`config.mk`:
```
export PLATFORM = sky130hd
export DESIGN_NAME = pwl_coef_fetch
export DESIGN_NICKNAME = d
export VERILOG_FILES = /design/src/rtl/pwl_pkg.sv /design/src/rtl/pwl_coef_table.sv /design/src/rtl/pwl_coef_fetch.sv
export SDC_FILE = /design/constraint.sdc
export NUM_CORES = 1
export LEC_CHECK = 0
export CAP_MARGIN = 20
export CORE_ASPECT_RATIO = 1.5
export CORE_MARGIN = 2
export CORE_UTILIZATION = 45
export DETAILED_ROUTE_END_ITERATION = 8
export GPL_TIMING_DRIVEN = 0
export PLACE_DENSITY = 0.73
export SLEW_MARGIN = 20
export SYNTH_ARGS = -nofsm -noshare
export SYNTH_HDL_FRONTEND = slang
export SYNTH_SLANG_ARGS = --single-unit
```
`constraint.sdc`:
```
create_clock -name clk -period 3.2 [get_ports clk]
set_input_delay 0.64 -clock clk [delete_from_list [all_inputs] [get_ports clk]]
set_output_delay 0.64 -clock clk [all_outputs]
set_load 0.05 [all_outputs]
```
`src/rtl/pwl_pkg.sv`:
```
// Shared state encoding and default widths for the piecewise-linear coefficient fetch block.
package pwl_pkg;

  localparam int X_DW_DEF = 16;
  localparam int X_FL_DEF = 11;
  localparam int A_DW_DEF = 16;
  localparam int B_DW_DEF = 16;
  localparam int SEGW_DEF = 4;

  typedef enum logic [1:0] {
    LOAD  = 2'd0,
    RUN   = 2'd1,
    DRAIN = 2'd2
  } pwl_state_t;

endpackage

```
`src/rtl/pwl_coef_table.sv`:
```
// Segment coefficient store: synchronous write, asynchronous read, synchronous clear of every entry.
module pwl_coef_table
  import pwl_pkg::*;
#(
  parameter int aDW  = A_DW_DEF,
  parameter int bDW  = B_DW_DEF,
  parameter int SEGW = SEGW_DEF
) (
  input  logic            clk,
  input  logic            rst,
  input  logic            we,
  input  logic [SEGW-1:0] waddr,
  input  logic [aDW-1:0]  wa,
  input  logic [bDW-1:0]  wb,
  input  logic [SEGW-1:0] raddr,
  output logic [aDW-1:0]  rd_a,
  output logic [bDW-1:0]  rd_b
);

  localparam int SEG = 2 ** SEGW;

  logic [aDW-1:0] a_mem [SEG];
  logic [bDW-1:0] b_mem [SEG];

  always_ff @(posedge clk) begin
    if (rst) begin
      for (int i = 0; i < SEG; i++) begin
        a_mem[i] <= '0;
        b_mem[i] <= '0;
      end
    end else if (we) begin
      a_mem[waddr] <= wa;
      b_mem[waddr] <= wb;
    end
  end

  assign rd_a = a_mem[raddr];
  assign rd_b = b_mem[raddr];

endmodule

```
`src/rtl/pwl_coef_fetch.sv`:
```
// Maps each signed sample to its segment and pairs it with that segment's {a,b}
// through a two-stage elastic pipeline; the table is reloadable only after a drain.
module pwl_coef_fetch
  import pwl_pkg::*;
#(
  parameter int xDW  = X_DW_DEF,
  parameter int xFL  = X_FL_DEF,
  parameter int aDW  = A_DW_DEF,
  parameter int bDW  = B_DW_DEF,
  parameter int SEGW = SEGW_DEF
) (
  input  logic                  clk,
  input  logic                  rst,
  input  logic                  cfg_we,
  input  logic [SEGW-1:0]       cfg_addr,
  input  logic [aDW-1:0]        cfg_a,
  input  logic [bDW-1:0]        cfg_b,
  input  logic                  cfg_start,
  input  logic                  cfg_done,
  input  logic                  in_valid,
  output logic                  in_ready,
  input  logic signed [xDW-1:0] in_x,
  output logic                  out_valid,
  input  logic                  out_ready,
  output logic signed [xDW-1:0] out_x,
  output logic signed [aDW-1:0] out_a,
  output logic signed [bDW-1:0] out_b,
  output logic                  loaded
);

  // The fraction width only matters downstream; here it merely has to fit inside the sample.
  if (SEGW < 2 || SEGW >= xDW || xFL >= xDW) begin : g_bad_params
    $error("pwl_coef_fetch: unsupported parameter combination");
  end

  pwl_state_t state, state_nxt;

  logic                  s1_valid;
  logic signed [xDW-1:0] s1_x;
  logic [SEGW-1:0]       s1_idx;
  logic                  s2_valid;
  logic [SEGW-1:0]       in_idx;
  logic [aDW-1:0]        tbl_a;
  logic [bDW-1:0]        tbl_b;
  logic                  s2_ready;
  logic                  s1_adv;
  logic                  accept;
  logic                  tbl_we;

  // Offset-binary top bits: the most negative sample lands in segment 0.
  assign in_idx   = {~in_x[xDW-1], in_x[xDW-2 : xDW-SEGW]};

  assign s2_ready  = !s2_valid || out_ready;
  assign s1_adv    = s1_valid && s2_ready;
  assign in_ready  = (state == RUN) && (!s1_valid || s2_ready);
  assign accept    = in_valid && in_ready;
  assign tbl_we    = (state == LOAD) && cfg_we;
  assign loaded    = (state == RUN);
  assign out_valid = s2_valid;

  pwl_coef_table #(
    .aDW  (aDW),
    .bDW  (bDW),
    .SEGW (SEGW)
  ) u_table (
    .clk   (clk),
    .rst   (rst),
    .we    (tbl_we),
    .waddr (cfg_addr),
    .wa    (cfg_a),
    .wb    (cfg_b),
    .raddr (s1_idx),
    .rd_a  (tbl_a),
    .rd_b  (tbl_b)
  );

  always_ff @(posedge clk) begin
    if (rst) state <= LOAD;
    else     state <= state_nxt;
  end

  always_comb begin
    state_nxt = state;
    case (state)
      LOAD:    if (cfg_done) state_nxt = RUN;
      RUN:     if (cfg_start) state_nxt = DRAIN;
      DRAIN:   if (!s1_valid && !s2_valid) state_nxt = LOAD;
      default: state_nxt = LOAD;
    endcase
  end

  always_ff @(posedge clk) begin
    if (rst) begin
      s1_valid <= 1'b0;
      s1_x     <= '0;
      s1_idx   <= '0;
    end else if (accept) begin
      s1_valid <= 1'b1;
      s1_x     <= in_x;
      s1_idx   <= in_idx;
    end else if (s1_adv) begin
      s1_valid <= 1'b0;
    end
  end

  // Coefficients are captured at the S1->S2 transfer and held through any output stall.
  always_ff @(posedge clk) begin
    if (rst) begin
      s2_valid <= 1'b0;
      out_x    <= '0;
      out_a    <= '0;
      out_b    <= '0;
    end else if (s1_adv) begin
      s2_valid <= 1'b1;
      out_x    <= s1_x;
      out_a    <= $signed(tbl_a);
      out_b    <= $signed(tbl_b);
    end else if (out_ready) begin
      s2_valid <= 1'b0;
    end
  end

endmodule
```
# Yosys cells after proc, flatten, opt, wreduce, memory -nomap -nowiden
# Memory sizes are Yosys's and may differ from the RTL's. A register that Yosys moved wholly into a read port is not among the register bits.
# Cells that the tools add are included.
# Widths: inputs -> output; s select.
[totals]
ff_bits = 40
ramBits = 512
elab_cells = 48
mem_count = 2
[op_classes]
n_eq_ne = 5
mux = 19
bitwise = 1
reduce_logical = 15
[memory_table]
columns = ["name", "depth", "word_bits", "read_ports", "rd_ports_with_merged_regs", "wr", "line_no", "rtl"]
rows = [
  ["u_table.a_mem", 16, 16, 1, 1, 16, "pwl_coef_table.sv:22", "logic [aDW-1:0] a_mem [SEG];"],
  ["u_table.b_mem", 16, 16, 1, 1, 16, "pwl_coef_table.sv:23", "logic [bDW-1:0] b_mem [SEG];"],
]
[ops]
columns = ["operator", "n"]
rows = [
  ["$mux 16", 2],
  ["$reduce_or 16->1", 2],
  ["$mux 1", 11],
  ["$mux 4", 2],
  ["$mux 2", 3],
  ["$ne 2x2->1 const B", 3],
  ["$pmux 2 s3", 1],
  ["$logic_and 1x1->1", 5],
  ["$reduce_bool 2->1", 2],
  ["$reduce_and 3->1", 1],
  ["$eq 2x1->1 const B", 1],
  ["$eq 2x2->1 const B", 1],
  ["$logic_not 1->1", 2],
  ["$logic_not 2->1", 1],
  ["$logic_or 1x1->1", 2],
  ["$not 1->1", 1],
]

# Depth between registers and ports, before layout
[depth]
ltp_word = 7
depth_mapped = 6
mapped_depth_nobuf = 4

# By module
# Synthesis repeated with hierarchy kept, for this count alone.
[unflattened]
hier_cells = 1733
hier_area_um2 = 25524.5
[modules_own_cells]
columns = ["module", "instances", "cells_each", "area_per_inst_um2", "seq_area_each_um2"]
rows = [
  ["pwl_coef_table", 1, 1416, 22863.2, 15374.7],
  ["pwl_coef_fetch", 1, 317, 2661.3, 1381.3],
]

# Worst setup path before layout
# OpenSTA, ideal clock, no wires.
[synth_path]
path_type = "input to register"
start = "in rst"
end = "mem u_table.a_mem[14][0] in the netlist's numbering (enable)"
arrival_ps = 2255
required_time_ps = 2825
path_slack_ps = 570
cell_stages = 5
path_buffers = 2
path_cell_list = "or4b_1 -> buf_6 -> buf_12 -> nor4_4 -> or2_2"
[synth_lines]
columns = ["item", "line_no", "rtl"]
rows = [
  ["start, declared", "pwl_coef_fetch.sv:13", "input logic rst,"],
  ["end, declared", "pwl_coef_table.sv:22", ""],
]

# Worst setup path in the final report
[layout_path]
start = "reg state[0]"
end = "out loaded"
[layout_via]
elab_chain_cells = 1
[layout_rtl]
columns = ["item", "line_no", "rtl"]
rows = [
  ["start, declared", "pwl_coef_fetch.sv:36", "pwl_state_t state, state_nxt;"],
  ["start signal, assigned", "pwl_coef_fetch.sv:79", "else state <= state_nxt;"],
  ["$eq 2x1->1", "pwl_coef_fetch.sv:58", "assign loaded = (state == RUN);"],
  ["end, declared", "pwl_coef_fetch.sv:28", "output logic loaded"],
]
# No other way between the ends.

==> flow_summary.yaml <==
global_route:
  grt_pass1_vias: 16900
  grt_overflow_total: 0
  grt.total_usage_pct: 24.9
  antenna_found_initial: 1
  grt_max_degree: 33
  grt_pass1_wl_mm: 109
timing:
  hold_ws_ns: 0.471
  setup_viol: 0
  slew_viol_final: 0
  fmax_ghz: 0.334
  max_slew_margin_pct: 22.0
  hold_viol: 0
  period_minus_slack_ns: 2.99
  rsz0062_at_grt: "false"
  fin_crit_sh_pct: 93.5
  setup_tns_ns: 0
  finClkSkew_ns: 0.0334
  tightest_slew_ns: 1.17
  worst_slack_ns: 0.207
critical_path:
  worstSetupPathType: "flop to primary output"
  path_depth: 5
  path_cells: "or2b_1, clkbuf_1, clkinv_1, clkbuf_1, clkbuf_2"
  crit_path_end_kind: "primary output"
  crit_end: "loaded"
  reg2reg_from: "state[0]$_SDFFE_PP0P_"
  required_ns: 2.56
  path_max_fanout: 10
  r2r_cells: 4
  startpoint_type: "flop"
  r2r-end: "u_table.b_mem[4][7]$_SDFFCE_PN0P_"
  critPathBufInv: 4
  rrSetupSlack_ns: 0.39
  crit_top_cell: "clkbuf_1"
  critPathLaunch: "state[0]$_SDFFE_PP0P_"
  worst_path_largest_cell_delay_ns: 0.41
  critical-path-top-delay-family: "buffers and inverters"
  cp_slowest_cell: "dfxtp_1"
  arrival_ns: 2.35
clocking:
  root_buffer: "clkbuf_16"
  cts_tree: "built"
  cts_buffers: 51
  cts_hold_buf: 0
  ctsHtreeMaxLevel: 2
  clkSinkCount: 581
  clkLatencyLatePin_ns: 0.60
  clock_path_buffers: 3
  cts.clk_slew.worst_paths_ns: 0.07
placement:
  placed_area_sq_mm: 0.0283
  port_buffers: 107
  pre_cts_ws_ns: -0.971
  gp_congestion: 0.850
  hpwl_mm: 46.1
detailed_routing:
  drtAntennaViolNets: 0
  first_pass_iters: 5
  via_per_inst: 5.96
  drc: 0
  wl_per_cell_um: 28.0
  wl_mm: 75.6
  vias: 16100
  drtIter0Drc: 1821
logic_synthesis:
  synth_seq_cells: 581
  synth_nets: 1757
  syn_inst: 1698
  synth-edff-count: 512
  ys_warn_count: 0
  synth-main-ff-cell: "edfxtp_1"
  seq_area_frac_synth_pct: 63.9
  async_flop_share_pct: 0
  syn-cell-area_sq_mm: 0.0262
  syn_area_per_cell_sq_um: 15.4
  synth.distinct_cells: 37
layout:
  n_fill_cell: 4668
  nNetsFinal: 1946
  drive_above_1_share_pct: 27.1
  area_growth_pct: 15.6
  final_cell_area_sq_mm: 0.0303
worst_hold_path:
  hold_class: "flop to flop"
status:
  status: "finished clean"
die:
  die_area_sq_mm: 0.0603
  initial_core_util_pct: 45.4
  die_height_um: 300
  ioPinCount: 110
  rows: 108
  dieWidth_um: 201
  core_sq_mm: 0.0577
run:
  drv_cap: 0
power_and_ir_drop:
  ir_worst_vdd_mv: 0.382
  leakagePower_uw: 0.0106
  power_uw: 15800
  powerDensity_mw_per_mm2: 522
-- cells by family (layout without fill, tap and decap cells) --
kind of cell,count (synthesis),after routing,synth area share [%]
simple gates,624,637,16.7
flops,581,581,63.9
mux,192,192,13.4
compound gates,135,135,3.23
other cells,0,1,0
buf+inv,166,384,2.72
-- Yosys cell counts, drive strengths merged, types with 2 or more instances --
master  instances  area, sq um
and2          512         3460
edfxtp        512        15400
clkbuf        129          522
mux4          128         2880
dfxtp          69         1380
mux2i          64          641
o21ai          48          240
a21oi          35          175
nor2b          33          206
o221ai         32          280
buf            31          169
or2            17          106
nand3          16         80.1
nand4          16          100
nor4           16          340
o31ai          16          120
inv             5         18.8
nand2b          3         18.8
nor2            3         11.3
nand3b          2         15.0
-- worst register-to-register path: cells and delay by family, from the launching register on --
family	cells	cell delay, ns
simple gates	3	1.85
buf+inv	1	0.23
flops	1	0.35
-- flip-flops by register name (all words and copies together), names as in the netlist --
register / flops
u_table.b_mem: 256
state: 2
s1_x: 16
u_table.a_mem: 256
s1_idx: 1
out_x: 16
s1_valid: 1
out_a: 16
out_valid: 1
out_b: 16
-- how the worst min path moves through the flow --
| stage | startpoint | to | slack (ns) | cells past startpoint |
|---|---|---|---|---|
| after CTS | s1_x[6]$_SDFFE_PP0P_ | s1_x[6]$_SDFFE_PP0P_ | 0.47 | 2 |
| after global placement | s1_x[6]$_SDFFE_PP0P_ | s1_x[6]$_SDFFE_PP0P_ | 0.46 | 2 |
| final | s1_x[6]$_SDFFE_PP0P_ | s1_x[6]$_SDFFE_PP0P_ | 0.47 | 2 |
| after floorplan | s1_x[15]$_SDFFE_PP0P_ | out_x[15]$_SDFFE_PP0P_ | 0.44 | 2 |
| after detailed placement | s1_x[6]$_SDFFE_PP0P_ | s1_x[6]$_SDFFE_PP0P_ | 0.46 | 2 |
| after global routing | s1_x[6]$_SDFFE_PP0P_ | s1_x[6]$_SDFFE_PP0P_ | 0.49 | 2 |
-- routing by layer --
metal  vias up  share of wire (%)  GRT usage [%]
met2       932                 52           44.7
met4         2                5.0           12.6
li1       6690                  -              -
met5         -              0.017              0
met1      8221                 35           28.7
met3       242                8.2           4.09
-- report_power, final --
part / switching (uW) / internal (uW)
clock network: 2770 / 3330
logic: 731 / 429
registers: 83.4 / 8490
-- layout make-up --
cell class                 count  area [sq um]  area share, %
antenna                        1          2.50        0.00825
multi-input combinational    964          8910           29.4
clock inverter                16           123          0.404
sequential                   581         16800           55.3
inverter                       6          22.5         0.0743
tap                          770           963           3.18
clock buffer                  79          1510           4.99
buffer                       160           693           2.29
timing repair buffer         123          1340           4.42
-- metrics by stage --
stage          cells  util (%)
2_1_floorplan   1698         -
3_3_place_gp    2575      49.0
3_5_place_dp    2575      49.0
4_1_cts         2680      52.0
5_1_grt         2699      52.5
6_report        2700      52.5
-- what timing repair did --
item | in CTS | in global routing
gates cloned | 10 | 3
gates resized for setup | 15 | 9
pin swaps | 1 | 5
endpoints found under the setup margin | 384 | 302
buffers inserted | 0 | 16
hold endpoints to repair | 0 | 0
-- cell usage in the layout (no fill, tap or decap), types with 28 or more instances in the layout --
cell type,instances
mux4_2,128
and2_1,307
clkdlybuf4s50_1,104
nor2b_1,33
or2_4,28
and2_2,205
dfxtp_1,69
clkbuf_2,32
o221ai_1,32
clkbuf_1,112
mux2i_1,64
edfxtp_1,512
o21ai_0,48
a21oi_1,35
clkbuf_16,51
(Power assumes the default switching activity.)
